==> src/rtl/bcd_counter_scan.sv <==
`default_nettype none
// ============================================================================
// Module  : bcd_counter_scan
// Brief   : Debounced push-button stepping a multi-digit BCD up/down counter,
//           shown on a time-multiplexed 7-segment display.
// Rev     : 1.0  initial release
// ============================================================================
module bcd_counter_scan #(
  parameter int DIGITS          = 4,
  parameter int DEBOUNCE_CYCLES = 1000,
  parameter int SCAN_DIV        = 1024,
  parameter bit ACTIVE_LOW      = 1'b1,
  parameter bit BLANK_LZ        = 1'b1
) (
  input  logic                clk,
  input  logic                reset,
  input  logic                but_input,
  input  logic                up_dn,
  input  logic                clr,
  output logic [4*DIGITS-1:0] bcd,
  output logic                wrap,
  output logic [DIGITS-1:0]   an,
  output logic [0:6]          seg
);

  localparam int CW = (DEBOUNCE_CYCLES > 1) ? $clog2(DEBOUNCE_CYCLES) : 1;
  localparam int PW = (SCAN_DIV > 1) ? $clog2(SCAN_DIV) : 1;
  localparam int IW = (DIGITS > 1) ? $clog2(DIGITS) : 1;

  localparam logic [CW-1:0]     C_DEB_LAST  = CW'(DEBOUNCE_CYCLES - 1);
  localparam logic [PW-1:0]     C_SCAN_LAST = PW'(SCAN_DIV - 1);
  localparam logic [IW-1:0]     C_IDX_LAST  = IW'(DIGITS - 1);
  localparam logic [DIGITS-1:0] C_AN_DIG0   = DIGITS'(1);
  localparam logic [0:6]        C_SEG_ZERO  = 7'b1111110;
  localparam logic [DIGITS-1:0] C_AN_RST    = ACTIVE_LOW ? ~C_AN_DIG0 : C_AN_DIG0;
  localparam logic [0:6]        C_SEG_RST   = ACTIVE_LOW ? ~C_SEG_ZERO : C_SEG_ZERO;

  // Segment order is a..g, segment a in bit 0 of the [0:6] vector.
  function automatic logic [0:6] seg_decode(input logic [3:0] d);
    logic [0:6] p;
    case (d)
      4'd0:    p = 7'b1111110;
      4'd1:    p = 7'b0110000;
      4'd2:    p = 7'b1101101;
      4'd3:    p = 7'b1111001;
      4'd4:    p = 7'b0110011;
      4'd5:    p = 7'b1011011;
      4'd6:    p = 7'b1011111;
      4'd7:    p = 7'b1110000;
      4'd8:    p = 7'b1111111;
      4'd9:    p = 7'b1111011;
      default: p = 7'b0000000;
    endcase
    return p;
  endfunction

  // --------------------------------------------------------------------------
  // Input conditioning: synchroniser, debounce, rising-edge detect
  // --------------------------------------------------------------------------
  logic          sync1_q;
  logic          sync2_q;
  logic          deb_q;
  logic          deb_d;
  logic          deb_dly_q;
  logic [CW-1:0] cnt_q;
  logic [CW-1:0] cnt_d;
  logic          w_step;

  always_comb begin
    cnt_d = cnt_q;
    deb_d = deb_q;
    if (sync2_q == deb_q) begin
      cnt_d = '0;
    end else if (cnt_q == C_DEB_LAST) begin
      deb_d = sync2_q;
      cnt_d = '0;
    end else begin
      cnt_d = cnt_q + 1'b1;
    end
  end

  always_ff @(posedge clk or posedge reset) begin
    if (reset) begin
      sync1_q   <= 1'b0;
      sync2_q   <= 1'b0;
      deb_q     <= 1'b0;
      deb_dly_q <= 1'b0;
      cnt_q     <= '0;
    end else begin
      sync1_q   <= but_input;
      sync2_q   <= sync1_q;
      deb_q     <= deb_d;
      deb_dly_q <= deb_q;
      cnt_q     <= cnt_d;
    end
  end

  assign w_step = deb_q & ~deb_dly_q;

  // --------------------------------------------------------------------------
  // Cascaded BCD up/down counter
  // --------------------------------------------------------------------------
  logic [4*DIGITS-1:0] bcd_q;
  logic [4*DIGITS-1:0] bcd_d;
  logic                wrap_q;
  logic                wrap_d;
  logic                w_carry;
  logic [3:0]          w_digit;

  always_comb begin
    bcd_d   = bcd_q;
    wrap_d  = 1'b0;
    w_carry = 1'b1;
    w_digit = '0;
    if (clr) begin
      bcd_d = '0;
    end else if (w_step) begin
      // The carry/borrow ripples upward; surviving past the top digit is a wrap.
      for (int k = 0; k < DIGITS; k++) begin
        w_digit = bcd_q[4*k +: 4];
        if (w_carry) begin
          if (up_dn) begin
            if (w_digit >= 4'd9) begin
              w_digit = 4'd0;
            end else begin
              w_digit = w_digit + 4'd1;
              w_carry = 1'b0;
            end
          end else begin
            if (w_digit == 4'd0) begin
              w_digit = 4'd9;
            end else begin
              w_digit = w_digit - 4'd1;
              w_carry = 1'b0;
            end
          end
        end
        bcd_d[4*k +: 4] = w_digit;
      end
      wrap_d = w_carry;
    end
  end

  always_ff @(posedge clk or posedge reset) begin
    if (reset) begin
      bcd_q  <= '0;
      wrap_q <= 1'b0;
    end else begin
      bcd_q  <= bcd_d;
      wrap_q <= wrap_d;
    end
  end

  // --------------------------------------------------------------------------
  // Display scan
  // --------------------------------------------------------------------------
  logic [PW-1:0]     pre_q;
  logic [PW-1:0]     pre_d;
  logic [IW-1:0]     idx_q;
  logic [IW-1:0]     idx_d;
  logic [3:0]        w_digits [DIGITS];
  logic [DIGITS-1:0] w_blank;
  logic              w_zero_above;
  logic [DIGITS-1:0] w_an_raw;
  logic [0:6]        w_seg_raw;
  logic [DIGITS-1:0] an_d;
  logic [0:6]        seg_d;
  logic [DIGITS-1:0] an_q;
  logic [0:6]        seg_q;

  generate
    for (genvar k = 0; k < DIGITS; k++) begin : g_digit
      assign w_digits[k] = bcd_q[4*k +: 4];
    end
  endgenerate

  always_comb begin
    pre_d = pre_q + 1'b1;
    idx_d = idx_q;
    if (pre_q == C_SCAN_LAST) begin
      pre_d = '0;
      idx_d = (idx_q == C_IDX_LAST) ? '0 : idx_q + 1'b1;
    end
  end

  // A digit is a leading zero when it and everything above it is zero.
  always_comb begin
    w_zero_above = 1'b1;
    w_blank      = '0;
    for (int k = DIGITS - 1; k >= 0; k--) begin
      w_zero_above = w_zero_above && (w_digits[k] == 4'd0);
      w_blank[k]   = w_zero_above && (k != 0);
    end
  end

  always_comb begin
    w_an_raw        = '0;
    w_an_raw[idx_q] = 1'b1;
    w_seg_raw       = seg_decode(w_digits[idx_q]);
    if (BLANK_LZ && w_blank[idx_q]) begin
      w_seg_raw = '0;
    end
    an_d  = ACTIVE_LOW ? ~w_an_raw : w_an_raw;
    seg_d = ACTIVE_LOW ? ~w_seg_raw : w_seg_raw;
  end

  // an and seg share one register stage so the pair always matches.
  always_ff @(posedge clk or posedge reset) begin
    if (reset) begin
      pre_q <= '0;
      idx_q <= '0;
      an_q  <= C_AN_RST;
      seg_q <= C_SEG_RST;
    end else begin
      pre_q <= pre_d;
      idx_q <= idx_d;
      an_q  <= an_d;
      seg_q <= seg_d;
    end
  end

  assign bcd  = bcd_q;
  assign wrap = wrap_q;
  assign an   = an_q;
  assign seg  = seg_q;

endmodule
`default_nettype wire

==> config.mk <==
export PLATFORM = sky130hd
export DESIGN_NAME = bcd_counter_scan
export DESIGN_NICKNAME = d
export VERILOG_FILES = /design/src/rtl/bcd_counter_scan.sv
export SDC_FILE = /design/constraint.sdc
export NUM_CORES = 1
export LEC_CHECK = 0
export BUFFER_PORTS_ARGS = -buffer_cell sky130_fd_sc_hd__buf_2
export CAP_MARGIN = 20
export CORE_UTILIZATION = 45
export CTS_CLUSTER_DIAMETER = 120
export DETAILED_ROUTE_END_ITERATION = 7
export GPL_TIMING_DRIVEN = 0
export SLEW_MARGIN = 30
export SYNTH_ARGS = -nofsm -noshare
export SYNTH_HDL_FRONTEND = slang
export SYNTH_SLANG_ARGS = --single-unit
==> constraint.sdc <==
create_clock -name clk -period 2.8 [get_ports clk]
set_input_delay 0.56 -clock clk [delete_from_list [all_inputs] [get_ports clk]]
set_output_delay 0.56 -clock clk [all_outputs]
set_load 0.01 [all_outputs]
# Yosys cells after proc, flatten, opt, wreduce, memory -nomap -nowiden
# Memories as Yosys holds them, arrays and structs flattened.
# Index checks and enable logic that the tools add are counted.
# Widths: inputs -> output; s select.
word_totals:
  elab_cells: 110
  n_memories: 1
  out_inout_bits: 28
  romBits: 112
  in_bits: 5
  regBits: 54
op_classes:
  bitwise_logic: 6
  n_reduce_logical: 15
  n_addsub: 11
  n_eq_ne: 4
  n_mux: 52
  n_lt_le_gt_ge: 7
mem_list:
  columns: ["memory", "depth", "word_bits", "rd", "rd_ports_with_merged_regs", "write_ports", "line_no", "source"]
  rows:
  - ["(name not given)", 16, 7, 1, 0, 0, "41", "case (d)"]
op_table:
  columns: ["operator", "n"]
  rows:
  - ["$mux 4", 17]
  - ["$mux 16", 2]
  - ["$mux 10", 3]
  - ["$mux 1", 25]
  - ["$add 10x1->10 const B", 2]
  - ["$eq 10x10->1 const B", 2]
  - ["$add 4x1->4 const B", 4]
  - ["$ge 4x4->1 const B", 4]
  - ["$logic_not 4->1", 4]
  - ["$sub 4x1->4 const B", 4]
  - ["$bmux 4 s2", 1]
  - ["$reduce_and 2->1", 4]
  - ["$reduce_bool 2->1", 4]
  - ["$mux 7", 1]
  - ["$not 7->7", 1]
  - ["$not 4->4", 1]
  - ["$ge 3x3->1 const B", 1]
  - ["$logic_and 1x1->1", 3]
  - ["$lt 2x3->1 const B", 1]
  - ["$not 2->3", 1]
  - ["$add 2x1->2 const B", 1]
  - ["$bmux 1 s2", 1]
  - ["$demux 1 s2", 1]
  - ["$eq 2x2->1 const B", 1]
  - ["other kinds (5)", 6]

# Logic depth before layout (Yosys ltp)
# Gate-level depths: netlist of the first run.
depth:
  ltp_word: 14
  ltp_mapped: 7
  ltp_nobuf: 6

# Worst setup path after synthesis of the first run
# No wires, ideal clock.
synth_path:
  kind: "register -> register"
  from: "register bcd_q[0] (netlist: bcd[0])"
  to: "register bcd_q[8] (netlist: bcd[8])"
  required_ns: 2.706
  synth_period_minus_slack_ns: 2.011
  setup_slack_ns: 0.789
  n_path_buf: 1
  stages_incl_launch_ff: 8
  arrival_time_ns: 1.918
  cell_sequence: "dfrtp_1 -> inv_1 -> ha_1 -> or3b_4 -> o32ai_4 -> buf_6 -> o211ai_4 -> a221oi_2"
synth_between:
  elab_chain_cells: 10
synth_lines:
  columns: ["item", "line_no", "source"]
  rows:
  - ["from (decl)", "103", "logic [4*DIGITS-1:0] bcd_q;"]
  - ["from (signal assigned)", "146", "bcd_q <= '0;"]
  - ["from (signal assigned)", "149", "bcd_q <= bcd_d;"]
  - ["$ge 4x4->1 / $logic_not 4->1 (equally long branches)", null, null]
  - ["$mux 1 (on tied branches)", "123, 130", null]
  - ["$mux 1 (*)", "122", "if (up_dn) begin"]
  - ["$mux 1 (*)", "117", "end else if (w_step) begin"]
  - ["$mux 1 (*)", "115", "if (clr) begin"]
  - ["$mux 1 (*)", "121", "if (w_carry) begin"]
  - ["$mux 1 (*)", "117", null]
  - ["$mux 1 (*)", "115", null]
  - ["$reduce_bool 2->1 (no source line) (*)", null, null]
  - ["$reduce_and 2->1 (no source line) (*)", null, null]
# Every way passes the cells marked *; elsewhere a longest branch is shown, timed or not. The select of a mux whose other input is x is not followed.
# A chain may end at the register's enable or synchronous reset.

# Worst setup path in the final report of the first run
layout_path:
  from: "register bcd_q[4] (netlist: bcd[4])"
  to: "register bcd_q[9] (netlist: bcd[9])"
layout_between:
  elab_chain_cells: 8
layout_lines:
  columns: ["item", "line_no"]
  rows:
  - ["$ge 4x4->1 / $logic_not 4->1 (equally long branches)", "123, 130"]
  - ["$mux 1 (on tied branches)", "123, 130"]
  - ["$mux 1 (*)", "122"]
  - ["$mux 1 (*)", "121"]
  - ["$mux 1 (*)", "117"]
  - ["$mux 1 (*)", "115"]
  - ["$reduce_bool 2->1 (no source line) (*)", null]
  - ["$reduce_and 2->1 (no source line) (*)", null]
# Marked as above.

==> results of run 1 <==
sequential cells by signal (all words and copies together), names as in the netlist:
| name | flops |
|---|---|
| cnt_q | 10 |
| seg | 7 |
| sync2_q | 1 |
| idx_q | 2 |
| deb_dly_q | 1 |
| an | 4 |
| bcd | 16 |
| deb_q | 1 |
| sync1_q | 1 |
| wrap | 1 |
| pre_q | 10 |
critical path: stages, from the launching register on:
cell and delay, ns:
sky130_fd_sc_hd__dfrtp_1 0.53, sky130_fd_sc_hd__inv_1 0.16, sky130_fd_sc_hd__ha_1 0.27, sky130_fd_sc_hd__nor3b_1 0.51
sky130_fd_sc_hd__a22o_2 0.37, sky130_fd_sc_hd__and2_1 0.26, sky130_fd_sc_hd__a211oi_1 0.10
per-stage QoR:
step,util (%),setup slack [ns],cells
after global routing,52.86,0.2906,486
after detailed placement,51.27,0.5175,478
after CTS,52.86,0.4830,486
after floorplan,-,0.7885,346
after global placement,50.96,0.1579,477
final,52.86,0.4631,486
cells in the final DEF, fill, tap and decap left out, types with 5 or more instances in the layout:
cell type and instances:
sky130_fd_sc_hd__nand2b_1 8, sky130_fd_sc_hd__nand2_1 28, sky130_fd_sc_hd__xor2_1 7, sky130_fd_sc_hd__mux2i_1 7
sky130_fd_sc_hd__nor2b_1 6, sky130_fd_sc_hd__a211oi_1 6, sky130_fd_sc_hd__nor3b_1 8, sky130_fd_sc_hd__inv_1 23
sky130_fd_sc_hd__mux4_2 6, sky130_fd_sc_hd__clkbuf_1 11, sky130_fd_sc_hd__and3_1 5, sky130_fd_sc_hd__xnor2_1 9
sky130_fd_sc_hd__nand3_1 8, sky130_fd_sc_hd__dfrtp_1 50, sky130_fd_sc_hd__buf_2 36, sky130_fd_sc_hd__o21ai_0 9
sky130_fd_sc_hd__a21oi_1 9, sky130_fd_sc_hd__nor2_1 26, sky130_fd_sc_hd__clkbuf_8 5, sky130_fd_sc_hd__nor3_1 9
sky130_fd_sc_hd__and4_1 5, sky130_fd_sc_hd__ha_1 24
layout make-up:
| class | instances | share of cell area [%] |
|---|---|---|
| clock inverters | 3 | 1.227 |
| clock buffers | 5 | 1.776 |
| inverters | 25 | 2.486 |
| flip-flops and latches | 54 | 35.00 |
| repair buffers | 33 | 4.650 |
| plain buffers | 17 | 2.163 |
| well taps | 99 | 3.197 |
| multi-input cells | 250 | 49.50 |
metal layers:
layer | part of all wire [%] | routed length [um] | global-route usage (%)
met1 | 48 | 3543 | 27.62
met2 | 48 | 3529 | 31.75
met3 | 3.0 | 220 | 3.016
met4 | 1.4 | 105 | 5.916
met5 | 0 | 0 | 0
synthesized netlist by cell type, types with 3 or more instances:
library cell               number
sky130_fd_sc_hd__dfrtp_1       50
sky130_fd_sc_hd__nand2_1       28
sky130_fd_sc_hd__nor2_1        26
sky130_fd_sc_hd__ha_1          24
sky130_fd_sc_hd__inv_1         24
sky130_fd_sc_hd__clkbuf_1      11
sky130_fd_sc_hd__a21oi_1        9
sky130_fd_sc_hd__nor3_1         9
sky130_fd_sc_hd__o21ai_0        9
sky130_fd_sc_hd__xnor2_1        9
sky130_fd_sc_hd__nand2b_1       8
sky130_fd_sc_hd__nand3_1        8
sky130_fd_sc_hd__nor3b_1        8
sky130_fd_sc_hd__mux2i_1        7
sky130_fd_sc_hd__xor2_1         7
sky130_fd_sc_hd__a211oi_1       6
sky130_fd_sc_hd__mux4_2         6
sky130_fd_sc_hd__nor2b_1        6
sky130_fd_sc_hd__and3_1         5
sky130_fd_sc_hd__and4_1         5
sky130_fd_sc_hd__and2_1         4
sky130_fd_sc_hd__buf_2          4
sky130_fd_sc_hd__dfstp_2        4
sky130_fd_sc_hd__o311ai_0       4
sky130_fd_sc_hd__a21o_1         3
sky130_fd_sc_hd__mux2_1         3
sky130_fd_sc_hd__nand4b_1       3
sky130_fd_sc_hd__o211ai_1       3
sky130_fd_sc_hd__o21a_1         3
sky130_fd_sc_hd__o21ba_2        3
sky130_fd_sc_hd__o31a_1         3
sky130_fd_sc_hd__o31ai_1        3
sky130_fd_sc_hd__or3b_1         3
worst max-delay path by stage:
stage                         endpoint  slack (ns)  cells past startpoint
finish              bcd[9]$_DFFE_PP0P_        0.46                      6
global route        bcd[9]$_DFFE_PP0P_        0.29                      6
CTS                 bcd[9]$_DFFE_PP0P_        0.48                      6
detailed placement  bcd[9]$_DFFE_PP0P_        0.52                      6
global placement    bcd[1]$_DFFE_PP0P_        0.16                      2
floorplan           bcd[8]$_DFFE_PP0P_        0.79                      7
cells by family after synthesis:
kind of cell	synth area share, %
AND/OR/NAND/NOR	19.86
AO/OA/AOI/OAI	16.02
flip-flops	39.29
buffers and inverters	5.147
adder cells (fa/ha/maj)	8.699
XOR/XNOR	4.060
multiplexers	6.923
power groups by stage:
stage                     Combinational [W]  Clock (W)  Sequential, W
after floorplan                   0.0000383          0       0.000802
after global placement            0.0000584          0       0.000803
after detailed placement          0.0000627          0       0.000803
after CTS                         0.0000631   0.000564       0.000788
after global routing              0.0000705   0.000594       0.000789
final                             0.0000615   0.000547       0.000788
==> impl_results.html, run 1 <==
<table>
<tr><th>Metric</th><th>Value</th></tr>
<tr><th colspan="2">Placement</th></tr>
<tr><td>Number of buffers added on ports</td><td>32</td></tr>
<tr><td>Placed Instance Area</td><td>between 3000 and 4000 um^2</td></tr>
<tr><td>Half-perimeter wire length of the detailed placement result</td><td>~5400 um</td></tr>
<tr><td>Final weighted congestion in routability-driven placement</td><td>0.8185</td></tr>
<tr><th colspan="2">Timing</th></tr>
<tr><td>Total Neg Setup Slack</td><td>0 ns</td></tr>
<tr><td>Normalized max-slew margin</td><td>49.60%</td></tr>
<tr><td>Final Hold Fails</td><td>0</td></tr>
<tr><td>Portion of the clock cycle consumed by the worst path in the final layout</td><td>83.46%</td></tr>
<tr><td>Maximum operating frequency</td><td>427.9 MHz</td></tr>
<tr><td>RSZ-0062 raised after global routing</td><td>no</td></tr>
<tr><td>Min Tclk post-route</td><td>2.337 ns</td></tr>
<tr><td>Number of endpoints failing setup at the final stage</td><td>0</td></tr>
<tr><td>Fin Hold WS</td><td>approximately 0.21 ns</td></tr>
<tr><td>Number of pins with negative max-slew slack in the final report</td><td>0</td></tr>
<tr><td>Maximum clock skew at final layout</td><td>0.007616 ns</td></tr>
<tr><td>Slew at the pin with the worst max-slew slack</td><td>0.7561 ns</td></tr>
<tr><th colspan="2">Final layout</th></tr>
<tr><td>Finished layout cell area</td><td>~3900 um^2</td></tr>
<tr><td>Area occupied by multi-input gates</td><td>1918 um^2</td></tr>
<tr><td>Area Overhead vs Synth</td><td>12.25%</td></tr>
<tr><td>Share of cells above drive strength 1</td><td>17.83%</td></tr>
<tr><td>Count of inserted antenna diode cells</td><td>0</td></tr>
<tr><td>Sequential standard cell area</td><td>approximately 1400 um^2</td></tr>
<tr><td>Number of nets in the finished design</td><td>415</td></tr>
<tr><td>Count of filler cells inserted in the layout</td><td>around 660</td></tr>
<tr><th colspan="2">Synthesis</th></tr>
<tr><td>Register area share after synthesis</td><td>39.29%</td></tr>
<tr><td>Number of flops mapped to enable cells by yosys</td><td>0</td></tr>
<tr><td>Synthesized area per cell</td><td>approximately 10 um^2</td></tr>
<tr><td>Post-synthesis cell type count</td><td>63</td></tr>
<tr><td>Syn Std Cell Area</td><td>between 3000 and 4000 um^2</td></tr>
<tr><td>Cells after Synth</td><td>between 300 and 400</td></tr>
<tr><td>Number of warnings printed during yosys synthesis</td><td>0</td></tr>
<tr><td>Post-synth top flop</td><td>sky130_fd_sc_hd__dfrtp_1</td></tr>
<tr><td>Leading area contributor after synthesis</td><td>sky130_fd_sc_hd__dfrtp_1</td></tr>
<tr><td>Area share of the largest cell type after synthesis</td><td>between 30% and 40%</td></tr>
<tr><td>Largest cells by area after synthesis</td><td>sky130_fd_sc_hd__dfrtp_1, sky130_fd_sc_hd__ha_1, sky130_fd_sc_hd__mux4_2</td></tr>
<tr><td>Share of flip-flops with an asynchronous set or reset</td><td>100.0%</td></tr>
<tr><td>#FFs+latches synth</td><td>between 50 and 60</td></tr>
<tr><td>Net count of the mapped netlist</td><td>roughly 380</td></tr>
<tr><th colspan="2">Die</th></tr>
<tr><td>Floorplan die width</td><td>89.59 um</td></tr>
<tr><td>Die Outline Area</td><td>between 8000 and 9000 um^2</td></tr>
<tr><td>Floorplan die height</td><td>~90 um</td></tr>
<tr><td>Starting utilization of the core area</td><td>47.09%</td></tr>
<tr><td>FP Rows</td><td>31</td></tr>
<tr><td>Core outline area</td><td>7331 um^2</td></tr>
<tr><td>Count of boundary I/O pins</td><td>33</td></tr>
<tr><th colspan="2">Power</th></tr>
<tr><td>Sequential group share of total power</td><td>approximately 56%</td></tr>
<tr><td>Power per unit of standard cell area</td><td>~360 nW/um^2</td></tr>
<tr><td>Power consumption</td><td>between 0.001 and 0.0015 W</td></tr>
<tr><td>Share of total power consumed by net switching</td><td>a little under a quarter</td></tr>
<tr><td>Internal power</td><td>approximately 0.0011 W</td></tr>
<tr><td>Power spent charging and discharging nets</td><td>roughly 0.00032 W</td></tr>
<tr><td>Clk pwr share</td><td>39.2%</td></tr>
<tr><td>Leakage</td><td>1.744 nW</td></tr>
<tr><td>Combinational cell fraction of total power</td><td>4.4%</td></tr>
<tr><td>Worst vdd ir</td><td>0.0002117 V</td></tr>
<tr><th colspan="2">Global route</th></tr>
<tr><td>Number of antenna violations at the first check in global routing</td><td>0</td></tr>
<tr><td>Global-route wire length before repair</td><td>between 10000 and 15000 um</td></tr>
<tr><td>Number of global-route vias before repair</td><td>between 2000 and 2500</td></tr>
<tr><td>Overall global routing resource usage</td><td>between 10% and 20%</td></tr>
<tr><td>Aggregate global routing overflow</td><td>0</td></tr>
<tr><td>Maximum number of pins on one net before global-route repair</td><td>29</td></tr>
<tr><th colspan="2">Worst setup path</th></tr>
<tr><td>Reg-to-reg critical path endpoint</td><td>bcd[9]$_DFFE_PP0P_</td></tr>
<tr><td>Setup slack of the worst register-to-register path</td><td>~0.46 ns</td></tr>
<tr><td>Beginning of the worst register-to-register path</td><td>bcd[4]$_DFFE_PP0P_</td></tr>
<tr><td>Setup CP Type</td><td>reg -&gt; reg</td></tr>
<tr><td>Reg2reg path depth</td><td>6</td></tr>
<tr><td>Data required time at the worst endpoint</td><td>between 2 and 3 ns</td></tr>
<tr><td>Kind of end point of the critical path</td><td>register</td></tr>
<tr><td>CP Data Arrival Time</td><td>between 2 and 3 ns</td></tr>
<tr><td>Critical path startpoint category</td><td>register</td></tr>
<tr><td>Max FO, Critical Path</td><td>10</td></tr>
<tr><td>Origin of the worst setup path</td><td>bcd[4]$_DFFE_PP0P_</td></tr>
<tr><th colspan="2">CTS</th></tr>
<tr><td>Post CTS Setup Buffer Count</td><td>0</td></tr>
<tr><td>Clock transition at the registers of the reported paths</td><td>approximately 0.11 ns</td></tr>
<tr><td>Number of cells upsized or downsized after cts</td><td>0</td></tr>
<tr><td>Root buffer cell</td><td>sky130_fd_sc_hd__clkbuf_8</td></tr>
<tr><td>Clock buffer count from CTS</td><td>5</td></tr>
<tr><td>Maximum level of the CTS H-tree</td><td>2</td></tr>
<tr><td>Clock latency of the later-clocked register in the worst-skew pair</td><td>0.31 ns</td></tr>
<tr><td>TritonCTS clock tree</td><td>yes</td></tr>
<tr><td>Number of buffers on the longest clock path</td><td>2</td></tr>
<tr><td>Clock sinks</td><td>54</td></tr>
<tr><td>Number of hold-repair buffers added at the cts stage</td><td>0</td></tr>
<tr><th colspan="2">Drt</th></tr>
<tr><td>Post-detailed-route via-to-cell ratio</td><td>roughly 5.4</td></tr>
<tr><td>Number of DRC violations after detailed routing</td><td>0</td></tr>
<tr><td>First-pass iteration count of the detailed router</td><td>4</td></tr>
<tr><td>Vias after detailed routing</td><td>2641</td></tr>
<tr><td>Post-detailed-route count of antenna-violating nets</td><td>0</td></tr>
<tr><td>Wirelength per Cell</td><td>15.22 um</td></tr>
<tr><td>First-iteration detailed-routing DRC count</td><td>~130</td></tr>
<tr><td>DRT Wirelength</td><td>between 7000 and 8000 um</td></tr>
<tr><th colspan="2">Min path</th></tr>
<tr><td>Tightest Hold Check Type</td><td>in -&gt; async</td></tr>
<tr><th colspan="2">Run status</th></tr>
<tr><td>Status</td><td>finished clean</td></tr>
<tr><th colspan="2">Run</th></tr>
<tr><td>Total of max-cap violations</td><td>0</td></tr>
</table>
Power figures use the tool's default switching activity.
==> inputs of run 2 (changes only) <==
--- a/config.mk
+++ b/config.mk
@@ -5,12 +5,14 @@
 export SDC_FILE = /design/constraint.sdc
 export NUM_CORES = 1
 export LEC_CHECK = 0
+export ABC_AREA = 1
 export BUFFER_PORTS_ARGS = -buffer_cell sky130_fd_sc_hd__buf_2
 export CAP_MARGIN = 20
 export CORE_UTILIZATION = 45
 export CTS_CLUSTER_DIAMETER = 120
 export DETAILED_ROUTE_END_ITERATION = 7
 export GPL_TIMING_DRIVEN = 0
+export PLACE_DENSITY = 0.66
 export SLEW_MARGIN = 30
 export SYNTH_ARGS = -nofsm -noshare
 export SYNTH_HDL_FRONTEND = slang
==> constraint.sdc (replaced) <==
create_clock -name clk -period 2.02 [get_ports clk]
set_input_delay 0.404 -clock clk [delete_from_list [all_inputs] [get_ports clk]]
set_output_delay 0.404 -clock clk [all_outputs]
set_load 0.01 [all_outputs]
==> impl_results.html, run 2 <==
<table>
<tr><th>Metric</th><th>Value</th></tr>
<tr><th colspan="2">Run status</th></tr>
<tr><td>Status</td><td>finished clean</td></tr>
<tr><th colspan="2">Drt</th></tr>
<tr><td>Met2 WL</td><td>3153 um</td></tr>
<tr><td>Post-detailed-route via-to-cell ratio</td><td>~5.0</td></tr>
<tr><td>Post-detailed-route count of antenna-violating nets</td><td>0</td></tr>
<tr><td>First-iteration detailed-routing DRC count</td><td>roughly 170</td></tr>
<tr><td>Vias after detailed routing</td><td>2783</td></tr>
<tr><td>Wirelength per Cell</td><td>12.20 um</td></tr>
<tr><td>Number of DRC violations after detailed routing</td><td>0</td></tr>
<tr><td>DRT Wirelength</td><td>roughly 6800 um</td></tr>
<tr><td>First-pass iteration count of the detailed router</td><td>4</td></tr>
<tr><td>Routed length on met1</td><td>3346 um</td></tr>
<tr><td>Detail Route met3 WL</td><td>around 260 um</td></tr>
<tr><td>Top Layer Used</td><td>met4</td></tr>
<tr><th colspan="2">Global route</th></tr>
<tr><td>Aggregate global routing overflow</td><td>0</td></tr>
<tr><td>Global-route wire length before repair</td><td>about 12000 um</td></tr>
<tr><td>Overall global routing resource usage</td><td>18.99%</td></tr>
<tr><td>Maximum number of pins on one net before global-route repair</td><td>47</td></tr>
<tr><td>Number of global-route vias before repair</td><td>between 2000 and 3000</td></tr>
<tr><td>Number of antenna violations at the first check in global routing</td><td>0</td></tr>
<tr><th colspan="2">Timing</th></tr>
<tr><td>Number of endpoints failing setup at the final stage</td><td>0</td></tr>
<tr><td>Post-route worst setup slack</td><td>about 0.17 ns</td></tr>
<tr><td>Final Hold Fails</td><td>0</td></tr>
<tr><td>Portion of the clock cycle consumed by the worst path in the final layout</td><td>roughly nine tenths</td></tr>
<tr><td>RSZ-0062 raised after global routing</td><td>no</td></tr>
<tr><td>Maximum clock skew at final layout</td><td>about 0.0066 ns</td></tr>
<tr><td>Normalized max-slew margin</td><td>around 70%</td></tr>
<tr><td>Slew at the pin with the worst max-slew slack</td><td>~0.46 ns</td></tr>
<tr><td>Total Neg Setup Slack</td><td>0 ns</td></tr>
<tr><td>Min Tclk post-route</td><td>1.847 ns</td></tr>
<tr><td>Number of pins with negative max-slew slack in the final report</td><td>0</td></tr>
<tr><td>Maximum operating frequency</td><td>541.3 MHz</td></tr>
<tr><th colspan="2">Worst setup path</th></tr>
<tr><td>Critical path startpoint category</td><td>register</td></tr>
<tr><td>CP Data Arrival Time</td><td>~2.0 ns</td></tr>
<tr><td>Crit path max-delay cell type</td><td>sky130_fd_sc_hd__dfrtp_2</td></tr>
<tr><td>Setup CP Type</td><td>reg -&gt; reg</td></tr>
<tr><td>Kind of end point of the critical path</td><td>register</td></tr>
<tr><td>Max FO, Critical Path</td><td>10</td></tr>
<tr><td>Data required time at the worst endpoint</td><td>~2.2 ns</td></tr>
<tr><td>Largest incremental delay on the critical path</td><td>0.50 ns</td></tr>
<tr><td>Most frequent CP cell</td><td>sky130_fd_sc_hd__nand3_1</td></tr>
<tr><td>Cell breakdown of the critical path</td><td>buf_4 -&gt; a21oi_1 -&gt; o21ai_0 -&gt; nand2_1 -&gt; inv_1 -&gt; ha_1 -&gt; or2_1 -&gt; nand3_1 -&gt; nand3_1</td></tr>
<tr><th colspan="2">Final layout</th></tr>
<tr><td>Number of flip-flops in the largest register</td><td>16</td></tr>
<tr><td>Share of cells above drive strength 1</td><td>18.95%</td></tr>
<tr><td>Final cell count without fillers</td><td>approximately 560</td></tr>
<tr><td>Final core utilization</td><td>52.29%</td></tr>
<tr><td>Area Overhead vs Synth</td><td>12.79%</td></tr>
<tr><td>Count of inserted antenna diode cells</td><td>0</td></tr>
<tr><td>Commonest cells after routing, fill and taps aside</td><td>sky130_fd_sc_hd__nand2_1, sky130_fd_sc_hd__dfrtp_1, sky130_fd_sc_hd__nand3_1</td></tr>
<tr><td>Number of nets in the finished design</td><td>just under 500</td></tr>
<tr><td>Count of filler cells inserted in the layout</td><td>~700</td></tr>
<tr><td>Most frequent standard cell in the layout excluding fill and tap cells</td><td>sky130_fd_sc_hd__nand2_1</td></tr>
<tr><th colspan="2">Synthesis</th></tr>
<tr><td>Leading area contributor after synthesis</td><td>sky130_fd_sc_hd__dfrtp_1</td></tr>
<tr><td>#FFs+latches synth</td><td>54</td></tr>
<tr><td>Share of flip-flops with an asynchronous set or reset</td><td>100.0%</td></tr>
<tr><td>Number of warnings printed during yosys synthesis</td><td>0</td></tr>
<tr><td>Post-synth top flop</td><td>sky130_fd_sc_hd__dfrtp_1</td></tr>
<tr><td>Net count of the mapped netlist</td><td>about 450</td></tr>
<tr><td>Syn Std Cell Area</td><td>3344 um^2</td></tr>
<tr><td>Register area share after synthesis</td><td>approximately two fifths</td></tr>
<tr><td>Number of flops mapped to enable cells by yosys</td><td>0</td></tr>
<tr><td>Most instantiated library cell after synthesis</td><td>sky130_fd_sc_hd__nand2_1</td></tr>
<tr><td>Largest cells by area after synthesis</td><td>sky130_fd_sc_hd__dfrtp_1, sky130_fd_sc_hd__ha_1, sky130_fd_sc_hd__nand2_1</td></tr>
<tr><td>Cells after Synth</td><td>approximately 420</td></tr>
<tr><td>Post-synthesis cell type count</td><td>38</td></tr>
<tr><td>Cell types with the highest counts after synthesis</td><td>sky130_fd_sc_hd__nand2_1, sky130_fd_sc_hd__dfrtp_1, sky130_fd_sc_hd__inv_1, sky130_fd_sc_hd__nand3_1, sky130_fd_sc_hd__nor2_1</td></tr>
<tr><td>Area share of the largest cell type after synthesis</td><td>37.41%</td></tr>
<tr><td>Synthesized area per cell</td><td>~8.0 um^2</td></tr>
<tr><th colspan="2">Min path</th></tr>
<tr><td>Tightest Hold Check Type</td><td>in -&gt; reg</td></tr>
<tr><th colspan="2">CTS</th></tr>
<tr><td>TritonCTS clock tree</td><td>yes</td></tr>
<tr><td>Clock latency of the later-clocked register in the worst-skew pair</td><td>a little over 0.3 ns</td></tr>
<tr><td>Maximum level of the CTS H-tree</td><td>2</td></tr>
<tr><td>Clock sinks</td><td>between 50 and 60</td></tr>
<tr><td>Clock buffer count from CTS</td><td>5</td></tr>
<tr><td>Clock transition at the registers of the reported paths</td><td>about 0.10 ns</td></tr>
<tr><td>Root buffer cell</td><td>sky130_fd_sc_hd__clkbuf_8</td></tr>
<tr><td>Number of buffers on the longest clock path</td><td>2</td></tr>
<tr><th colspan="2">Power</th></tr>
<tr><td>Power per unit of standard cell area</td><td>around 520 nW/um^2</td></tr>
<tr><td>Clk pwr share</td><td>around a third</td></tr>
<tr><td>Sequential group share of total power</td><td>56.7%</td></tr>
<tr><td>Internal power</td><td>0.001445 W</td></tr>
<tr><td>Leakage</td><td>1.957 nW</td></tr>
<tr><td>Power consumption</td><td>slightly below 0.002 W</td></tr>
<tr><td>Combinational cell fraction of total power</td><td>9.8%</td></tr>
<tr><td>Share of total power consumed by net switching</td><td>26.34%</td></tr>
<tr><td>Worst vdd ir</td><td>0.0002789 V</td></tr>
<tr><td>Power spent charging and discharging nets</td><td>just over 0.0005 W</td></tr>
<tr><th colspan="2">Die</th></tr>
<tr><td>Floorplan die width</td><td>just under 90 um</td></tr>
<tr><td>Die Outline Area</td><td>7781 um^2</td></tr>
<tr><td>Floorplan die height</td><td>~90 um</td></tr>
<tr><td>Starting utilization of the core area</td><td>around 46%</td></tr>
<tr><td>Count of boundary I/O pins</td><td>33</td></tr>
<tr><td>Core outline area</td><td>around 7200 um^2</td></tr>
<tr><td>FP Rows</td><td>31</td></tr>
<tr><th colspan="2">Placement</th></tr>
<tr><td>Half-perimeter wire length of the detailed placement result</td><td>around 5000 um</td></tr>
<tr><td>Post-place setup slack</td><td>between 0.1 and 0.15 ns</td></tr>
<tr><td>Number of buffers added on ports</td><td>31</td></tr>
<tr><td>Instance count after placement with tap cells included</td><td>~550</td></tr>
<tr><td>Final weighted congestion in routability-driven placement</td><td>approximately 0.87</td></tr>
<tr><th colspan="2">Run</th></tr>
<tr><td>Total of max-cap violations</td><td>0</td></tr>
</table>
-- run 2: changes by cell type after synthesis, moves of 8 or more --
cell	delta
sky130_fd_sc_hd__nand3_1	+39
sky130_fd_sc_hd__clkbuf_1	-10
sky130_fd_sc_hd__inv_2	+8
sky130_fd_sc_hd__nand2b_1	-8
sky130_fd_sc_hd__nor2_1	+10
sky130_fd_sc_hd__o21ai_0	+12
sky130_fd_sc_hd__nand2_1	+51
sky130_fd_sc_hd__inv_1	+23
-- run 2: final cells by class --
type,count,area [um^2],area share (%)
Sequential cell,54,1358,35.99
Clock inverter,2,17.52,0.4643
Clock buffer,6,82.58,2.189
Timing Repair Buffer,34,200.2,5.307
Multi-Input combinational cell,298,1729,45.84
Inverter,59,227.7,6.036
Tap cell,99,123.9,3.284
Buffer,6,33.78,0.8955
-- run 2: critical path, delay by kind of cell, from the launching register on --
family                     cells  cell delay, ns
adders and majority gates      1            0.19
DFF                            1            0.50
AOI/OAI and AO/OA              2            0.23
buffers and inverters          2            0.27
and+or+nand+nor                4            0.53
-- run 2: per-layer routing --
layer / global-route usage, % / up-vias
met1: 26.95 / 1268
met2: 29.86 / 61
met3: 3.358 / 4
met4: 5.279 / 0
li1: - / 1450
met5: 0 / -
-- run 2: kinds of logic after synthesis --
kind of cell / Yosys count / synth area share [%]
compound gates: 59 / 10.06
flops: 54 / 40.55
fa+ha+maj: 24 / 8.979
buf+inv: 65 / 7.744
simple gates: 201 / 28.99
xor+xnor: 14 / 3.666
-- run 2: path summary, 6_finish.rpt --
path / start / end / slack [ns] / depth (start not counted)
max in group asynchronous: reset / seg[6]$_DFF_PP1_ / 1.00 / 4
min: but_input / sync1_q$_DFF_PP0_ / 0.19 / 1
max reg2reg: idx_q[0]$_DFFE_PP0N_ / seg[5]$_DFF_PP0_ / 0.17 / 9
max: idx_q[0]$_DFFE_PP0N_ / seg[5]$_DFF_PP0_ / 0.17 / 9
min reg2reg: sync1_q$_DFF_PP0_ / sync2_q$_DFF_PP0_ / 0.37 / 0
min in group asynchronous: reset / pre_q[2]$_DFF_PP0_ / 0.52 / 3
-- run 2: power groups by stage --
| stage | combinational [W] | clock [W] | sequential [W] |
|---|---|---|---|
| floorplan | 0.000136 | 0 | 0.00113 |
| global placement | 0.000182 | 0 | 0.00113 |
| detailed placement | 0.000192 | 0 | 0.00113 |
| CTS | 0.000194 | 0.000686 | 0.00111 |
| global route | 0.000220 | 0.000714 | 0.00112 |
| finish | 0.000192 | 0.000657 | 0.00111 |
-- run 2: repair_timing --
action | CTS | global route
hold buffers | 1 | 0
gates resized for setup | 0 | 1
setup endpoints to repair | 0 | 3
hold endpoints to repair | 8 | 0
buffers inserted | 0 | 1
-- run 2: metrics by stage --
| step | instance area (um^2) | hold slack (ns) |
|---|---|---|
| floorplan | 3344 | 0.3312 |
| global placement | 3623 | 0.3538 |
| detailed placement | 3654 | 0.3123 |
| CTS | 3764 | 0.1806 |
| global route | 3772 | 0.1734 |
| finish | 3772 | 0.1888 |
==> inputs of run 3 (changes only) <==
--- a/config.mk
+++ b/config.mk
@@ -8,11 +8,12 @@
 export ABC_AREA = 1
 export BUFFER_PORTS_ARGS = -buffer_cell sky130_fd_sc_hd__buf_2
 export CAP_MARGIN = 20
-export CORE_UTILIZATION = 45
+export CORE_UTILIZATION = 50
 export CTS_CLUSTER_DIAMETER = 120
 export DETAILED_ROUTE_END_ITERATION = 7
 export GPL_TIMING_DRIVEN = 0
-export PLACE_DENSITY = 0.66
+export PLACE_DENSITY = 0.72
+export REMOVE_ABC_BUFFERS = 1
 export SLEW_MARGIN = 30
 export SYNTH_ARGS = -nofsm -noshare
 export SYNTH_HDL_FRONTEND = slang
==> impl_results.html, run 3 (same netlist as run 2, synthesis figures left out) <==
<table>
<tr><th>Metric</th><th>Value</th></tr>
<tr><th colspan="2">Run status</th></tr>
<tr><td>Status</td><td>finished clean</td></tr>
<tr><th colspan="2">Placement</th></tr>
<tr><td>Final weighted congestion in routability-driven placement</td><td>0.8428</td></tr>
<tr><td>Number of buffers added on ports</td><td>32</td></tr>
<tr><td>Half-perimeter wire length of the detailed placement result</td><td>between 5000 and 6000 um</td></tr>
<tr><td>Instance count after placement with tap cells included</td><td>521</td></tr>
<tr><th colspan="2">Final layout</th></tr>
<tr><td>Final cell count without fillers</td><td>530</td></tr>
<tr><td>Share of cells above drive strength 1</td><td>18.10%</td></tr>
<tr><td>Count of inserted antenna diode cells</td><td>0</td></tr>
<tr><td>Number of flip-flops in the largest register</td><td>16</td></tr>
<tr><td>Commonest cells after routing, fill and taps aside</td><td>sky130_fd_sc_hd__nand2_1, sky130_fd_sc_hd__dfrtp_1, sky130_fd_sc_hd__nand3_1</td></tr>
<tr><td>Most frequent standard cell in the layout excluding fill and tap cells</td><td>sky130_fd_sc_hd__nand2_1</td></tr>
<tr><td>Area Overhead vs Synth</td><td>11.04%</td></tr>
<tr><td>Number of nets in the finished design</td><td>481</td></tr>
<tr><th colspan="2">Global route</th></tr>
<tr><td>Maximum number of pins on one net before global-route repair</td><td>42</td></tr>
<tr><td>Aggregate global routing overflow</td><td>0</td></tr>
<tr><td>Number of antenna violations at the first check in global routing</td><td>0</td></tr>
<tr><td>Global-route wire length before repair</td><td>approximately 12000 um</td></tr>
<tr><td>Number of global-route vias before repair</td><td>about 2600</td></tr>
<tr><td>Overall global routing resource usage</td><td>20.42%</td></tr>
<tr><th colspan="2">Power</th></tr>
<tr><td>Combinational cell fraction of total power</td><td>a little under a tenth</td></tr>
<tr><td>Internal power</td><td>between 0.0015 and 0.002 W</td></tr>
<tr><td>Power spent charging and discharging nets</td><td>between 0.0005 and 0.0006 W</td></tr>
<tr><td>Worst vdd ir</td><td>0.0004236 V</td></tr>
<tr><td>Sequential group share of total power</td><td>between 50% and 60%</td></tr>
<tr><td>Power per unit of standard cell area</td><td>~550 nW/um^2</td></tr>
<tr><td>Leakage</td><td>between 1.5 and 2 nW</td></tr>
<tr><td>Share of total power consumed by net switching</td><td>roughly a quarter</td></tr>
<tr><td>Clk pwr share</td><td>35.9%</td></tr>
<tr><th colspan="2">Die</th></tr>
<tr><td>Starting utilization of the core area</td><td>between 50% and 60%</td></tr>
<tr><td>FP Rows</td><td>29</td></tr>
<tr><td>Core outline area</td><td>around 6400 um^2</td></tr>
<tr><td>Floorplan die width</td><td>83.79 um</td></tr>
<tr><td>Count of boundary I/O pins</td><td>33</td></tr>
<tr><td>Floorplan die height</td><td>between 80 and 90 um</td></tr>
<tr><td>Die Outline Area</td><td>7020 um^2</td></tr>
<tr><th colspan="2">CTS</th></tr>
<tr><td>Root buffer cell</td><td>sky130_fd_sc_hd__clkbuf_8</td></tr>
<tr><td>Number of buffers on the longest clock path</td><td>2</td></tr>
<tr><td>Clock transition at the registers of the reported paths</td><td>~0.1 ns</td></tr>
<tr><td>Post CTS Setup Buffer Count</td><td>0</td></tr>
<tr><td>Maximum level of the CTS H-tree</td><td>2</td></tr>
<tr><td>Clock sinks</td><td>between 50 and 60</td></tr>
<tr><td>Clock buffer count from CTS</td><td>5</td></tr>
<tr><td>TritonCTS clock tree</td><td>yes</td></tr>
<tr><td>Clock latency of the later-clocked register in the worst-skew pair</td><td>between 0.3 and 0.4 ns</td></tr>
<tr><th colspan="2">Timing</th></tr>
<tr><td>Slew at the pin with the worst max-slew slack</td><td>0.5302 ns</td></tr>
<tr><td>RSZ-0062 raised after global routing</td><td>no</td></tr>
<tr><td>Number of pins with negative max-slew slack in the final report</td><td>0</td></tr>
<tr><td>Min Tclk post-route</td><td>between 1.5 and 2 ns</td></tr>
<tr><td>Portion of the clock cycle consumed by the worst path in the final layout</td><td>approximately nine tenths</td></tr>
<tr><td>Maximum operating frequency</td><td>between 500 and 600 MHz</td></tr>
<tr><td>Normalized max-slew margin</td><td>64.43%</td></tr>
<tr><td>Maximum clock skew at final layout</td><td>roughly 0.0067 ns</td></tr>
<tr><td>Total Neg Setup Slack</td><td>0 ns</td></tr>
<tr><td>Final Hold Fails</td><td>0</td></tr>
<tr><td>Number of endpoints failing setup at the final stage</td><td>0</td></tr>
<tr><th colspan="2">Drt</th></tr>
<tr><td>First-iteration detailed-routing DRC count</td><td>~160</td></tr>
<tr><td>Vias after detailed routing</td><td>about 2800</td></tr>
<tr><td>DRT Wirelength</td><td>about 6800 um</td></tr>
<tr><td>Wirelength per Cell</td><td>approximately 13 um</td></tr>
<tr><td>Post-detailed-route count of antenna-violating nets</td><td>0</td></tr>
<tr><td>Post-detailed-route via-to-cell ratio</td><td>around 5.4</td></tr>
<tr><td>First-pass iteration count of the detailed router</td><td>4</td></tr>
<tr><td>Number of DRC violations after detailed routing</td><td>0</td></tr>
<tr><th colspan="2">Worst setup path</th></tr>
<tr><td>CP Data Arrival Time</td><td>between 2 and 2.5 ns</td></tr>
<tr><td>Cell family contributing the most delay on the critical path</td><td>simple AND/OR/NAND/NOR gates</td></tr>
<tr><td>Kind of end point of the critical path</td><td>register</td></tr>
<tr><td>Largest incremental delay on the critical path</td><td>approximately 0.46 ns</td></tr>
<tr><td>Max FO, Critical Path</td><td>6</td></tr>
<tr><td>Critical path buffer and inverter count</td><td>2</td></tr>
<tr><td>Most frequent CP cell</td><td>sky130_fd_sc_hd__nand2_1</td></tr>
<tr><td>Setup CP Type</td><td>reg -&gt; reg</td></tr>
<tr><td>Data required time at the worst endpoint</td><td>around 2.2 ns</td></tr>
<tr><td>Critical path startpoint category</td><td>register</td></tr>
<tr><td>Cell breakdown of the critical path</td><td>inv_1 -&gt; ha_1 -&gt; nand2_1 -&gt; nor2_2 -&gt; nand2_2 -&gt; nand2_4 -&gt; nand3_1 -&gt; nand2_1 -&gt; inv_1 -&gt; nand2_1 -&gt; nand2_1</td></tr>
<tr><td>Crit path max-delay cell type</td><td>sky130_fd_sc_hd__dfrtp_1</td></tr>
<tr><th colspan="2">Min path</th></tr>
<tr><td>Tightest Hold Check Type</td><td>in -&gt; reg</td></tr>
<tr><th colspan="2">Run</th></tr>
<tr><td>Total of max-cap violations</td><td>0</td></tr>
</table>
[run 3: changes by cell type in the layout (fill, tap and decap cells not counted), sizes merged]
cell    change
bufinv      +1
buf         -5
clkinv      -1
clkbuf      -1
[run 3: area by class of cell]
class	count	area (um^2)
Fill cell	591	2673
Multi-Input combinational cell	298	1729
Sequential cell	54	1359
Inverter	59	227.7
Timing Repair Buffer	34	190.2
Tap cell	77	96.34
Clock buffer	6	72.57
Clock inverter	2	38.79
[run 3: power by group through the flow]
| stage | sequential [W] | combinational [W] | clock (W) |
|---|---|---|---|
| floorplan | 0.00113 | 0.000129 | 0 |
| global placement | 0.00113 | 0.000177 | 0 |
| detailed placement | 0.00113 | 0.000188 | 0 |
| CTS | 0.00111 | 0.000190 | 0.000746 |
| global route | 0.00112 | 0.000217 | 0.000795 |
| finish | 0.00111 | 0.000188 | 0.000729 |
[run 3: final timing paths]
| path | to | slack, ns | startpoint | depth (start not counted) |
|---|---|---|---|---|
| setup reg to reg | bcd[11]$_DFFE_PP0P_ | 0.20 | bcd[0]$_DFFE_PP0P_ | 11 |
| min in group asynchronous | wrap$_DFF_PP0_ | 0.55 | reset | 3 |
| max in group asynchronous | an[2]$_DFF_PP1_ | 0.95 | reset | 4 |
| setup / recovery | bcd[11]$_DFFE_PP0P_ | 0.20 | bcd[0]$_DFFE_PP0P_ | 11 |
| hold / removal | sync1_q$_DFF_PP0_ | 0.19 | but_input | 1 |
| hold reg to reg | sync2_q$_DFF_PP0_ | 0.37 | sync1_q$_DFF_PP0_ | 0 |
[run 3: stage by stage]
stage	area, um^2	worst slack [ns]	utilization, %	total power, W	hold slack, ns
finish	3714	0.2047	58.15	0.002031	0.1937
global route	3714	0.03589	58.15	0.002129	0.1702
CTS	3711	0.01444	58.11	0.002049	0.1877
detailed placement	3590	0.06430	56.21	0.001323	0.3332
global placement	3567	-0.3503	55.86	0.001311	0.3321
floorplan	3311	0.3080	-	0.001262	0.3312
[run 3: repair_timing]
action                                 in CTS  in global routing
hold buffers                                1                  0
setup endpoints to repair                   0                  6
endpoints found under the hold margin       1                  0
gates resized for setup                     0                  2
[run 3: routing by layer]
metal / up-vias / part of all wire (%) / GRT usage, %
li1: 1439 / - / -
met1: 1322 / 48 / 29.24
met2: 71 / 47 / 33.11
met3: 6 / 4.1 / 3.363
met4: 0 / 0.64 / 3.544
met5: - / 0 / 0
